--- src/rtl/alu_exec_ctrl.sv ---
// Issue/execute sequencer for an external 8-bit ALU: accepts one instruction at a time,
// drives registered operands through IDLE->DEC->EXE->RET, and writes back result and flags.
module alu_exec_ctrl #(
  parameter int W = 8
) (
  input  logic           clk,
  input  logic           rst,
  input  logic           instr_valid,
  output logic           instr_ready,
  input  logic [W+7:0]   instr,
  output logic [3:0]     alu_opcode,
  output logic [W-1:0]   alu_a,
  output logic [W-1:0]   alu_b,
  input  logic [W-1:0]   alu_result,
  input  logic [2:0]     alu_flag,
  output logic [2:0]     flag_q,
  output logic           retire,
  input  logic [1:0]     dbg_sel,
  output logic [W-1:0]   dbg_data
);

  localparam int NREG = 4;

  typedef enum logic [1:0] {
    IDLE = 2'd0,
    DEC  = 2'd1,
    EXE  = 2'd2,
    RET  = 2'd3
  } state_t;

  state_t         state_q, state_d;
  logic           instr_ready_q, instr_ready_d;
  logic           retire_q, retire_d;
  logic [W+7:0]   instr_lat_q, instr_lat_d;
  logic [3:0]     alu_opcode_q, alu_opcode_d;
  logic [W-1:0]   alu_a_q, alu_a_d;
  logic [W-1:0]   alu_b_q, alu_b_d;
  logic [2:0]     flag_d;
  logic [W-1:0]   regs_q [NREG];
  logic [W-1:0]   regs_d [NREG];

  logic           accept;
  logic [3:0]     op;
  logic [1:0]     rd;
  logic [1:0]     rs;
  logic [W-1:0]   imm;
  logic           is_cmp;

  assign accept = instr_valid & instr_ready_q;
  assign op     = instr_lat_q[W+7:W+4];
  assign rd     = instr_lat_q[W+3:W+2];
  assign rs     = instr_lat_q[W+1:W];
  assign imm    = instr_lat_q[W-1:0];
  assign is_cmp = (op == 4'b0111) || (op == 4'b1111);

  always_comb begin
    // NOTE: every signal gets its hold value first so no path through the case infers a latch.
    state_d       = state_q;
    instr_ready_d = instr_ready_q;
    retire_d      = 1'b0;
    instr_lat_d   = instr_lat_q;
    alu_opcode_d  = alu_opcode_q;
    alu_a_d       = alu_a_q;
    alu_b_d       = alu_b_q;
    flag_d        = flag_q;
    regs_d        = regs_q;

    unique case (state_q)
      IDLE: begin
        if (accept) begin
          state_d       = DEC;
          instr_lat_d   = instr;
          instr_ready_d = 1'b0;
        end else if (!instr_ready_q) begin
          // Only reachable on the first edge after reset release.
          instr_ready_d = 1'b1;
        end
      end
      DEC: begin
        state_d      = EXE;
        alu_opcode_d = op;
        // Operands are read here, before the EXE write, so rd==rs sees the old value.
        case (op)
          4'b0000, 4'b0010: begin
            alu_a_d = regs_q[rs];
            alu_b_d = '0;
          end
          4'b0001, 4'b0011: begin
            alu_a_d = imm;
            alu_b_d = '0;
          end
          4'b0100, 4'b0101, 4'b0110, 4'b0111, 4'b1000, 4'b1010: begin
            alu_a_d = regs_q[rd];
            alu_b_d = regs_q[rs];
          end
          default: begin
            alu_a_d = regs_q[rd];
            alu_b_d = imm;
          end
        endcase
      end
      EXE: begin
        state_d  = RET;
        retire_d = 1'b1;
        flag_d   = alu_flag;
        if (!is_cmp) begin
          regs_d[rd] = alu_result;
        end
      end
      RET: begin
        state_d       = IDLE;
        instr_ready_d = 1'b1;
      end
      default: state_d = IDLE;
    endcase
  end

  // NOTE: state updates use <= so all flops sample the same pre-edge values.
  always_ff @(posedge clk or posedge rst) begin
    if (rst) begin
      state_q       <= IDLE;
      instr_ready_q <= 1'b0;
      retire_q      <= 1'b0;
      instr_lat_q   <= '0;
      alu_opcode_q  <= '0;
      alu_a_q       <= '0;
      alu_b_q       <= '0;
      flag_q        <= '0;
      // NOTE: the register file is architectural state that must read zero after reset,
      // so it is reset like any other flop rather than left as an unreset RAM.
      regs_q        <= '{default: '0};
    end else begin
      state_q       <= state_d;
      instr_ready_q <= instr_ready_d;
      retire_q      <= retire_d;
      instr_lat_q   <= instr_lat_d;
      alu_opcode_q  <= alu_opcode_d;
      alu_a_q       <= alu_a_d;
      alu_b_q       <= alu_b_d;
      flag_q        <= flag_d;
      regs_q        <= regs_d;
    end
  end

  assign instr_ready = instr_ready_q;
  assign retire      = retire_q;
  assign alu_opcode  = alu_opcode_q;
  assign alu_a       = alu_a_q;
  assign alu_b       = alu_b_q;
  assign dbg_data    = regs_q[dbg_sel];

endmodule

--- config.mk ---
export PLATFORM = sky130hd
export DESIGN_NAME = alu_exec_ctrl
export DESIGN_NICKNAME = d
export VERILOG_FILES = /design/src/rtl/alu_exec_ctrl.sv
export SDC_FILE = /design/constraint.sdc
export NUM_CORES = 1
export LEC_CHECK = 0
export BUFFER_PORTS_ARGS = -buffer_cell sky130_fd_sc_hd__buf_2
export CAP_MARGIN = 20
export CELL_PAD_IN_SITES_DETAIL_PLACEMENT = 1
export CELL_PAD_IN_SITES_GLOBAL_PLACEMENT = 2
export CORE_ASPECT_RATIO = 0.75
export CORE_MARGIN = 4
export CORE_UTILIZATION = 25
export CTS_CLUSTER_DIAMETER = 30
export DETAILED_ROUTE_END_ITERATION = 10
export PLACE_DENSITY_LB_ADDON = 0.1
export SLEW_MARGIN = 10
export SYNTH_ARGS = -nofsm -noshare
export SYNTH_HDL_FRONTEND = slang
export SYNTH_SLANG_ARGS = --single-unit
--- constraint.sdc ---
create_clock -name clk -period 1.8 [get_ports clk]
set_input_delay 0.09 -clock clk [delete_from_list [all_inputs] [get_ports clk]]
set_output_delay 0.09 -clock clk [all_outputs]
set_load 0.05 [all_outputs]
==> results of run 1 <==
worst register-to-register path, cell delays in order, from the launching register on:
cell and delay (ps):
dfrtp_1 390, inv_1 140, ha_2 270, nand2_2 90, nor3_4 150, buf_12 170, mux2_2 330
cells by family after synthesis:
group | after synthesis | share of synthesized area
multiplexers | 83 | 0.323
flip-flops | 75 | 0.503
AND/OR/NAND/NOR | 40 | 0.0670
AO/OA/AOI/OAI | 35 | 0.0593
buffers and inverters | 20 | 0.0315
adder cells (fa/ha/maj) | 5 | 0.0168
final timing paths:
kind,endpoint,slack [ps]
hold reg to reg,alu_opcode[1],510
setup / recovery,regs_q[27],150
min in group asynchronous,flag_q[2],370
hold / removal,instr_lat_q[15],9
max in group asynchronous,instr_lat_q[8],1160
setup reg to reg,regs_q[27],150
layout make-up:
type | instances | share of cell area
Sequential cell | 75 | 0.386
Multi-Input combinational cell | 163 | 0.361
Timing Repair Buffer | 95 | 0.138
Clock buffer | 13 | 0.0534
Tap cell | 200 | 0.0514
Clock inverter | 2 | 0.00719
Inverter | 3 | 0.00308
metrics by stage:
step | hold WS [ps] | cells | util
after floorplan | 225 | 258 | -
after global placement | 188 | 518 | 0.301
after detailed placement | 195 | 518 | 0.301
after CTS | 3.05 | 551 | 0.333
after global routing | 17.1 | 551 | 0.335
final | 9.25 | 551 | 0.335
synth_stat cells:
cell	instances	area, µm²
a21boi_0	1	7.51
a21oi_1	9	45.0
a22oi_1	8	60.1
a31oi_1	7	43.8
and2_0	1	6.26
buf_1	2	7.51
buf_2	4	20.0
buf_4	2	15.0
buf_6	4	45.0
clkbuf_1	5	18.8
dfrtp_1	75	1880
ha_1	5	62.6
inv_1	3	11.3
mux2_1	1	11.3
mux2_2	56	631
mux2i_1	3	30.0
mux4_1	4	105
mux4_2	19	428
nand2_1	9	33.8
nand2_2	1	6.26
nand2b_1	7	43.8
nand3_1	1	5.00
nand3_2	1	10.0
nand4_2	1	12.5
nand4b_1	1	8.76
nand4b_2	1	15.0
nand4b_4	1	23.8
nor2_1	10	37.5
nor2b_1	1	6.26
nor3_1	2	10.0
nor3_4	1	16.3
nor3b_1	2	15.0
o21ai_1	1	5.00
o22ai_1	7	43.8
o31ai_1	1	7.51
o32ai_1	1	8.76
sequential cells by signal (all words and copies together) (netlist names):
name and cells:
retire 1, alu_a 8, state_q 2, flag_q 3, regs_q 32, instr_lat_q 16, instr_ready 1, alu_opcode 4
alu_b 8
where the power goes:
| group | total, mW | internal [mW] | switching, mW |
|---|---|---|---|
| combinational | 5.47 | 2.39 | 3.08 |
| clock | 1.82 | 1.14 | 0.677 |
| sequential | 3.52 | 2.58 | 0.943 |
| total | 10.8 | 6.11 | 4.70 |
routing by layer:
layer	GRT usage	vias to the layer above	wire length, µm
li1	-	1162	-
met1	0.202	1299	5690
met2	0.176	55	4220
met3	0.0342	7	464
met4	0.0329	0	85
met5	0	-	0
what timing repair did:
item / 4_1_cts / 5_1_grt
resized for setup: 0 / 4
endpoints found under the setup margin: 0 / 15
hold endpoints to repair: 92 / 0
hold buffers: 18 / 0
setup buffers: 0 / 0
==> impl_results.md, run 1 <==
- RSZ-0062 raised after global routing: no
- Cells after Synth: 258
- Setup crit end kind: register
- Register Area: 1880 µm²
- Hold Startpoint: instr[15]
- Initial DRC count: 131
- H-Tree Depth: 3
- Post-route cell area: 4870 µm²
- # diodes: 0
- Buf+Inv Stages, Crit Path: 2
- Dpl hpwl: 7.61 mm
- CP Cell Sequence: inv_1 > ha_2 > nand2_2 > nor3_4 > buf_12 > mux2_2
- Buffers on Ports: 64
- Ratio of final minimum period to clock period: 0.915
- Post-layout net count: 384
- Setup Skew: 9.24 ps
- Slew Viols, Final: 0
- Critical Path AT: 1860 ps
- Synth unique cells: 36
- Area grow syn2layout: 30.5%
- CTS buffer count: 9
- Worst vdd ir: 0.000628 V
- Measured slew at the worst slew-check pin: 577 ps
- Hold Crit Depth: 2
- Final worst slack: 153 ps
- Setup TNS: 0 ps
- Total power: 10.8 mW
- Critical R2R Launch: state_q[0]
- Largest stage delay on the critical path: 390 ps
- Final WL: 10.5 mm
- Final Hold Viols: 0
- Worst hold-check path type: input port to register
- Pre-antenna DRT Iters: 4
- Top delay family on crit path: flip-flops
- Setup CP Type: register to register
- Data required, critical path: 2010 ps
- Placement Cell Area: 4370 µm²
- Final worst path period need: 1650 ps
- P_leak: 2.07 nW
- Clock root cell: clkbuf_16
- Cell Pwr Density: 2220 nW/µm²
- Fill cells: 1576
- Crit path max-delay cell type: dfrtp_1
- Mapped cell area: 3730 µm²
- Startpoint Class: register
- Max Cap Violations: 0
- Initial antenna violation count: 0
- Final Setup Violations: 0
- DR vias/cell: 4.58
- Clk_lat worst skew: 330 ps
- Starting Density: 0.257
- Global placer's final weighted congestion: 0.701
- Slew HR: 0.613
- Worst setup startpoint: state_q[0]
- Most common cell after layout, fill and taps aside: dfrtp_1
- CTS clk-pin slew, worst paths: 60 ps
- Largest net degree at the start of global routing: 45
- Avg WL per Cell: 19.0 µm
- Mean Syn Cell Area: 14.5 µm²
- Antenna Nets Post-Route: 0
- Yosys warnings: 0
- GR Util All Layers: 0.130
- Clock Path Buffers: 2
- Syn Nets: 295
- Commonest cells after routing, fill and taps aside: dfrtp_1 (74), buf_2 (64), mux2_2 (56)
- Die span in x: 149 µm
- Register area share after synthesis: 0.503
- IO Count: 65
- Worst-case reg-to-reg path depth: 6
- CTS tree: done
- FF+latch count, synth: 75
- First-pass GRT wire length: 16.6 mm
- Core Region: 14500 µm²
- Multi-input gate area: 1760 µm²
- Levels on crit path: 6
- Die Y: 114 µm
- Status: finished, final reports clean
- Drt drc: 0
- GRT Residual Overflow: 0
- Post-Place Setup Slack: 56.6 ps
- Num rows: 38
- Fraction of layout cells with a size suffix above 1: 0.496
- Routed vias: 2523
- Fmax: 0.607 GHz
- Vias in the first global route: 2715
- Die area: 17000 µm²
- CP max FO: 8
- CTS sink cnt: 75
(Power assumes the default switching activity.)
==> run 2, diff against run 1 <==
CORE_UTILIZATION = 35   (was 25)
SKIP_LAST_GASP = 1   (was not set)
==> impl_results.md, run 2 (synthesis results as in run 1) <==
- Status: finished, final reports clean (unchanged)
- Cell Pwr Density: 2250 nW/µm² (was 2220 nW/µm²)
- CTS sink cnt: 75 (unchanged)
- R2r setup slk: 90 ps (was 150 ps)
- Clk_lat worst skew: 340 ps (was 330 ps)
- Regs by FF count: regs_q: 32 flops, instr_lat_q: 16 flops (unchanged)
- CP Cell Sequence: inv_1 > ha_1 > nand4b_2 > mux2_2 (was inv_1 > ha_2 > nand2_2 > nor3_4 > buf_12 > mux2_2)
- Startpoint Class: register (unchanged)
- Fmax: 0.584 GHz (was 0.607 GHz)
- Data required, critical path: 2010 ps (about the same)
- Post-layout net count: 384 (unchanged)
- Hold endpoint: instr_lat_q[0] (was instr_lat_q[15])
- # diodes: 0 (unchanged)
- CTS buffer count: 9 (unchanged)
- Measured slew at the worst slew-check pin: 581 ps (was 577 ps)
- CP max FO: 8 (unchanged)
- Avg WL per Cell: 19.2 µm (was 19.0 µm)
- Most common cell after layout, fill and taps aside: dfrtp_1 (unchanged)
- Clock root cell: clkbuf_16 (unchanged)
- Die area: 12400 µm² (was 17000 µm²)
- Crit path max-delay cell type: mux2_2 (was dfrtp_1)
- Area grow syn2layout: 28.3% (was 30.5%)
- Setup CP Type: register to register (unchanged)
- Die span in x: 127 µm (was 149 µm)
- P_leak: 2.06 nW (was 2.07 nW)
- Fraction of layout cells with a size suffix above 1: 0.497 (was 0.496)
- Ratio of final minimum period to clock period: 0.951 (was 0.915)
- Final worst slack: 87.8 ps (was 153 ps)
- Clock Path Buffers: 2 (unchanged)
- Global placer's final weighted congestion: 0.712 (was 0.701)
- Pre-antenna DRT Iters: 4 (unchanged)
- Worst vdd ir: 0.000764 V (was 0.000628 V)
- Final WL: 9.36 mm (was 10.5 mm)
- CTS tree: done (unchanged)
- RSZ-0062 raised after global routing: no (unchanged)
- Dpl hpwl: 6.75 mm (was 7.61 mm)
- Hold Startpoint: instr[0] (was instr[15])
- Final Setup Violations: 0 (unchanged)
- Core Region: 10300 µm² (was 14500 µm²)
- Buffers on Ports: 64 (unchanged)
- IO Count: 65 (unchanged)
- Max Cap Violations: 0 (unchanged)
- Largest stage delay on the critical path: 410 ps (was 390 ps)
- Initial antenna violation count: 0 (unchanged)
- GR Util All Layers: 0.159 (was 0.130)
- Worst-case reg-to-reg path depth: 4 (was 6)
- Slew Viols, Final: 0 (unchanged)
- Critical Path AT: 1930 ps (was 1860 ps)
- Slew HR: 0.610 (was 0.613)
- Num rows: 32 (was 38)
- Largest net degree at the start of global routing: 76 (was 45)
- Largest register FFs: 32 (unchanged)
- Largest Register: regs_q (unchanged)
- DR vias/cell: 5.20 (was 4.58)
- Setup TNS: 0 ps (unchanged)
- Final Hold Viols: 0 (unchanged)
- Routed vias: 2540 (was 2523)
- Final worst path period need: 1710 ps (was 1650 ps)
- First-pass GRT wire length: 15.3 mm (was 16.6 mm)
- Starting Density: 0.361 (was 0.257)
- CTS clk-pin slew, worst paths: 60 ps (about the same)
- Drt drc: 0 (unchanged)
- Post-Place Setup Slack: 46.0 ps (was 56.6 ps)
- Worst hold-check path type: input port to register (unchanged)
- Setup Skew: 6.11 ps (was 9.24 ps)
- Commonest cells after routing, fill and taps aside: dfrtp_1 (74), buf_2 (64), mux2_2 (56) (unchanged)
- Antenna Nets Post-Route: 0 (unchanged)
- Die Y: 97.4 µm (was 114 µm)
- Initial DRC count: 100 (was 131)
- GRT Residual Overflow: 0 (unchanged)
- FF-to-FF End: regs_q[16] (was regs_q[27])
- Vias in the first global route: 2752 (was 2715)
- Critical R2R Launch: state_q[0] (unchanged)
- Setup crit end kind: register (unchanged)
- H-Tree Depth: 3 (unchanged)
- Hold Crit Depth: 2 (unchanged)
==> run 2: critical path: cells and delay by family (launching register included) <==
family,cells,cell delay [ps]
mux,1,410
flops,1,400
simple gates,1,380
fa+ha+maj,1,270
buf+inv,1,130
==> run 2: worst max-delay path by stage <==
stage	from	end	slack [ps]	cells past startpoint
finish	state_q[0]	regs_q[16]	90	4
global route	state_q[0]	regs_q[8]	40	5
CTS	instr_lat_q[8]	alu_b[3]	40	3
detailed placement	instr_lat_q[8]	alu_b[3]	50	3
global placement	instr_lat_q[8]	alu_b[7]	110	3
floorplan	state_q[0]	regs_q[25]	120	6
==> run 2: per-stage QoR <==
stage	utilization	power (mW)	hold slack, ps	std cells	instance area (µm²)
finish	0.464	10.8	8.34	488	4790
global route	0.464	11.4	7.89	488	4790
CTS	0.463	10.9	4.45	488	4780
detailed placement	0.413	8.87	239	453	4260
global placement	0.413	8.74	238	453	4260
floorplan	-	7.46	225	258	3740
==> run 2: where the power goes <==
part	switching, mW	internal, mW
Sequential	0.895	2.58
Combinational	2.97	2.35
Clock	0.712	1.25
Total	4.58	6.18
==> run 2: area by class of cell <==
cell class / instances / area [µm²]
clock buffer: 10 / 239
tap: 136 / 170
fill: 1074 / 5540
clock inverter: 6 / 88.8
sequential: 75 / 1880
inverter: 3 / 15.0
multi-input combinational: 163 / 1750
timing repair buffer: 95 / 651
==> run 2: timing repair <==
item | 4_1_cts | 5_1_grt
endpoints found under the hold margin | 93 | 0
hold buffers | 19 | 0
setup endpoints to repair | 0 | 11
setup buffers | 0 | 0
resized for setup | 0 | 2
==> run 2: metal layers <==
| metal | GRT usage | share of wire |
|---|---|---|
| met5 | 0 | 0 |
| met4 | 0.0371 | 0.0094 |
| met3 | 0.0527 | 0.048 |
| met2 | 0.252 | 0.48 |
| met1 | 0.213 | 0.46 |
==> run 3, diff against run 2 <==
CORE_ASPECT_RATIO = 0.7   (was 0.75)
CORE_UTILIZATION = 30   (was 35)
==> impl_results.md, run 3 (synthesis results as in run 1) <==
- DR vias/cell: 5.07 (was 5.20)
- CTS sink cnt: 75 (unchanged)
- Ratio of final minimum period to clock period: 0.959 (was 0.951)
- Max Cap Violations: 0 (unchanged)
- First-pass GRT wire length: 16.3 mm (was 15.3 mm)
- IO Count: 65 (unchanged)
- P_leak: 2.08 nW (was 2.06 nW)
- H-Tree Depth: 3 (unchanged)
- Pre-antenna DRT Iters: 4 (unchanged)
- Largest register FFs: 32 (unchanged)
- Post-Layout Cell Count: 514 (was 488)
- Worst hold-check path type: input port to register (unchanged)
- Critical Path AT: 1940 ps (was 1930 ps)
- Die area: 14300 µm² (was 12400 µm²)
- Initial antenna violation count: 0 (unchanged)
- Setup Skew: 9.80 ps (was 6.11 ps)
- Drt drc: 0 (unchanged)
- Post-layout net count: 389 (was 384)
- Initial DRC count: 70 (was 100)
- Setup TNS: 0 ps (unchanged)
- Starting Density: 0.313 (was 0.361)
- R2r setup slk: 70 ps (was 90 ps)
- Final Setup Violations: 0 (unchanged)
- Final Hold Viols: 0 (unchanged)
- Slew HR: 0.533 (was 0.610)
- Area grow syn2layout: 29.1% (was 28.3%)
- Inst Count DP: 481 (was 453)
- Vias in the first global route: 2755 (was 2752)
- Clock Path Buffers: 2 (unchanged)
- CTS buffer count: 9 (unchanged)
- Setup CP Type: register to register (unchanged)
- Avg WL per Cell: 19.8 µm (was 19.2 µm)
- Post-route cell area: 4820 µm² (was 4790 µm²)
- Startpoint Class: register (unchanged)
- Antenna Nets Post-Route: 0 (unchanged)
- Cell Pwr Density: 2250 nW/µm² (about the same)
- Most common cell after layout, fill and taps aside: dfrtp_1 (unchanged)
- CTS clk-pin slew, worst paths: 60 ps (about the same)
- CP max FO: 9 (was 8)
- Die Y: 101 µm (was 97.4 µm)
- DR WL met2: 4.60 mm (was 4.50 mm)
- Worst vdd ir: 0.000896 V (was 0.000764 V)
- Num rows: 33 (was 32)
- Setup crit end kind: register (unchanged)
- Buffers on Ports: 64 (unchanged)
- Core Region: 11900 µm² (was 10300 µm²)
- Global placer's final weighted congestion: 0.743 (was 0.712)
- Dpl hpwl: 7.25 mm (was 6.75 mm)
- Wire length on met3: 469 µm (was 446 µm)
- Fmax: 0.579 GHz (was 0.584 GHz)
- Measured slew at the worst slew-check pin: 695 ps (was 581 ps)
- Placement Cell Area: 4340 µm² (was 4260 µm²)
- # diodes: 0 (unchanged)
- RSZ-0062 raised after global routing: no (unchanged)
- Commonest cells after routing, fill and taps aside: dfrtp_1 (75), buf_2 (64), mux2_2 (56) (was dfrtp_1 (74), buf_2 (64), mux2_2 (56))
- Total power: 10.8 mW (about the same)
- Fraction of layout cells with a size suffix above 1: 0.501 (was 0.497)
- GR Util All Layers: 0.150 (was 0.159)
- Top Layer Used: met4 (unchanged)
- Regs by FF count: regs_q: 32 flops, instr_lat_q: 16 flops (unchanged)
- Clock root cell: clkbuf_16 (unchanged)
- Final worst path period need: 1730 ps (was 1710 ps)
- Status: finished, final reports clean (unchanged)
- Final WL: 10.2 mm (was 9.36 mm)
- CTS tree: done (unchanged)
- Data required, critical path: 2010 ps (about the same)
- Slew Viols, Final: 0 (unchanged)
- Largest Register: regs_q (unchanged)
- Routed vias: 2605 (was 2540)
- Clk_lat worst skew: 340 ps (about the same)
- Largest net degree at the start of global routing: 76 (unchanged)
- GRT Residual Overflow: 0 (unchanged)
- Die span in x: 141 µm (was 127 µm)
- Post-layout util: 0.404 (was 0.464)
- Wl on met1: 5.02 mm (was 4.32 mm)
==> run 3: cell count changes in the layout (fill, tap and decap cells not counted), moves of 2 or more <==
| cell | before | now |
|---|---|---|
| dlygate4sd3_1 | 19 | 17 |
| buf_4 | 8 | 15 |
| clkinvlp_4 | 3 | 1 |
| clkbuf_1 | 0 | 3 |
| clkbuf_8 | 1 | 3 |
==> run 3: metal layers <==
layer | up-vias | GRT usage
li1 | 1176 | -
met4 | 0 | 0.0402
met5 | - | 0
met3 | 5 | 0.0439
met2 | 59 | 0.222
met1 | 1365 | 0.217
==> run 3: power breakdown <==
group	total [mW]	switching, mW	internal [mW]
Combinational	5.52	3.11	2.41
Clock	1.88	0.690	1.19
Sequential	3.42	0.843	2.58
Total	10.8	4.64	6.18
==> run 3: layout make-up <==
cell class	count	area [µm²]
Inverter	3	15.0
Clock buffer	15	278
Fill cell	1246	7110
Multi-Input combinational cell	163	1740
Clock inverter	1	30.0
Timing Repair Buffer	100	683
Tap cell	157	196
Sequential cell	75	1880
==> run 3: worst paths after layout <==
| path | start | cells after the start | end |
|---|---|---|---|
| max reg2reg | instr_lat_q[8] | 3 | alu_b[7] |
| min in group asynchronous | rst | 4 | alu_opcode[3] |
| min | instr[7] | 2 | instr_lat_q[7] |
| max | instr_lat_q[8] | 3 | alu_b[7] |
| min reg2reg | flag_q[1] | 1 | flag_q[1] |
| max in group asynchronous | rst | 4 | alu_a[6] |
==> run 3: through the flow <==
step / worst slack [ps] / hold slack [ps]
global placement: 50.7 / 242
global route: 2.68 / 14.3
CTS: 60.6 / 1.46
floorplan: 119 / 225
finish: 74.0 / 8.65
detailed placement: 24.5 / 244
==> run 3: critical path, cell delays in order, from the launching register on <==
cell and delay (ps):
dfrtp_1 660, mux4_1 680, a22oi_1 170, a21oi_1 90
==> run 3: what timing repair did <==
item,CTS,global route
gates resized for setup,1,0
endpoints found under the setup margin,1,0
buffers inserted,0,0
hold buffers,17,0
endpoints found under the hold margin,91,0
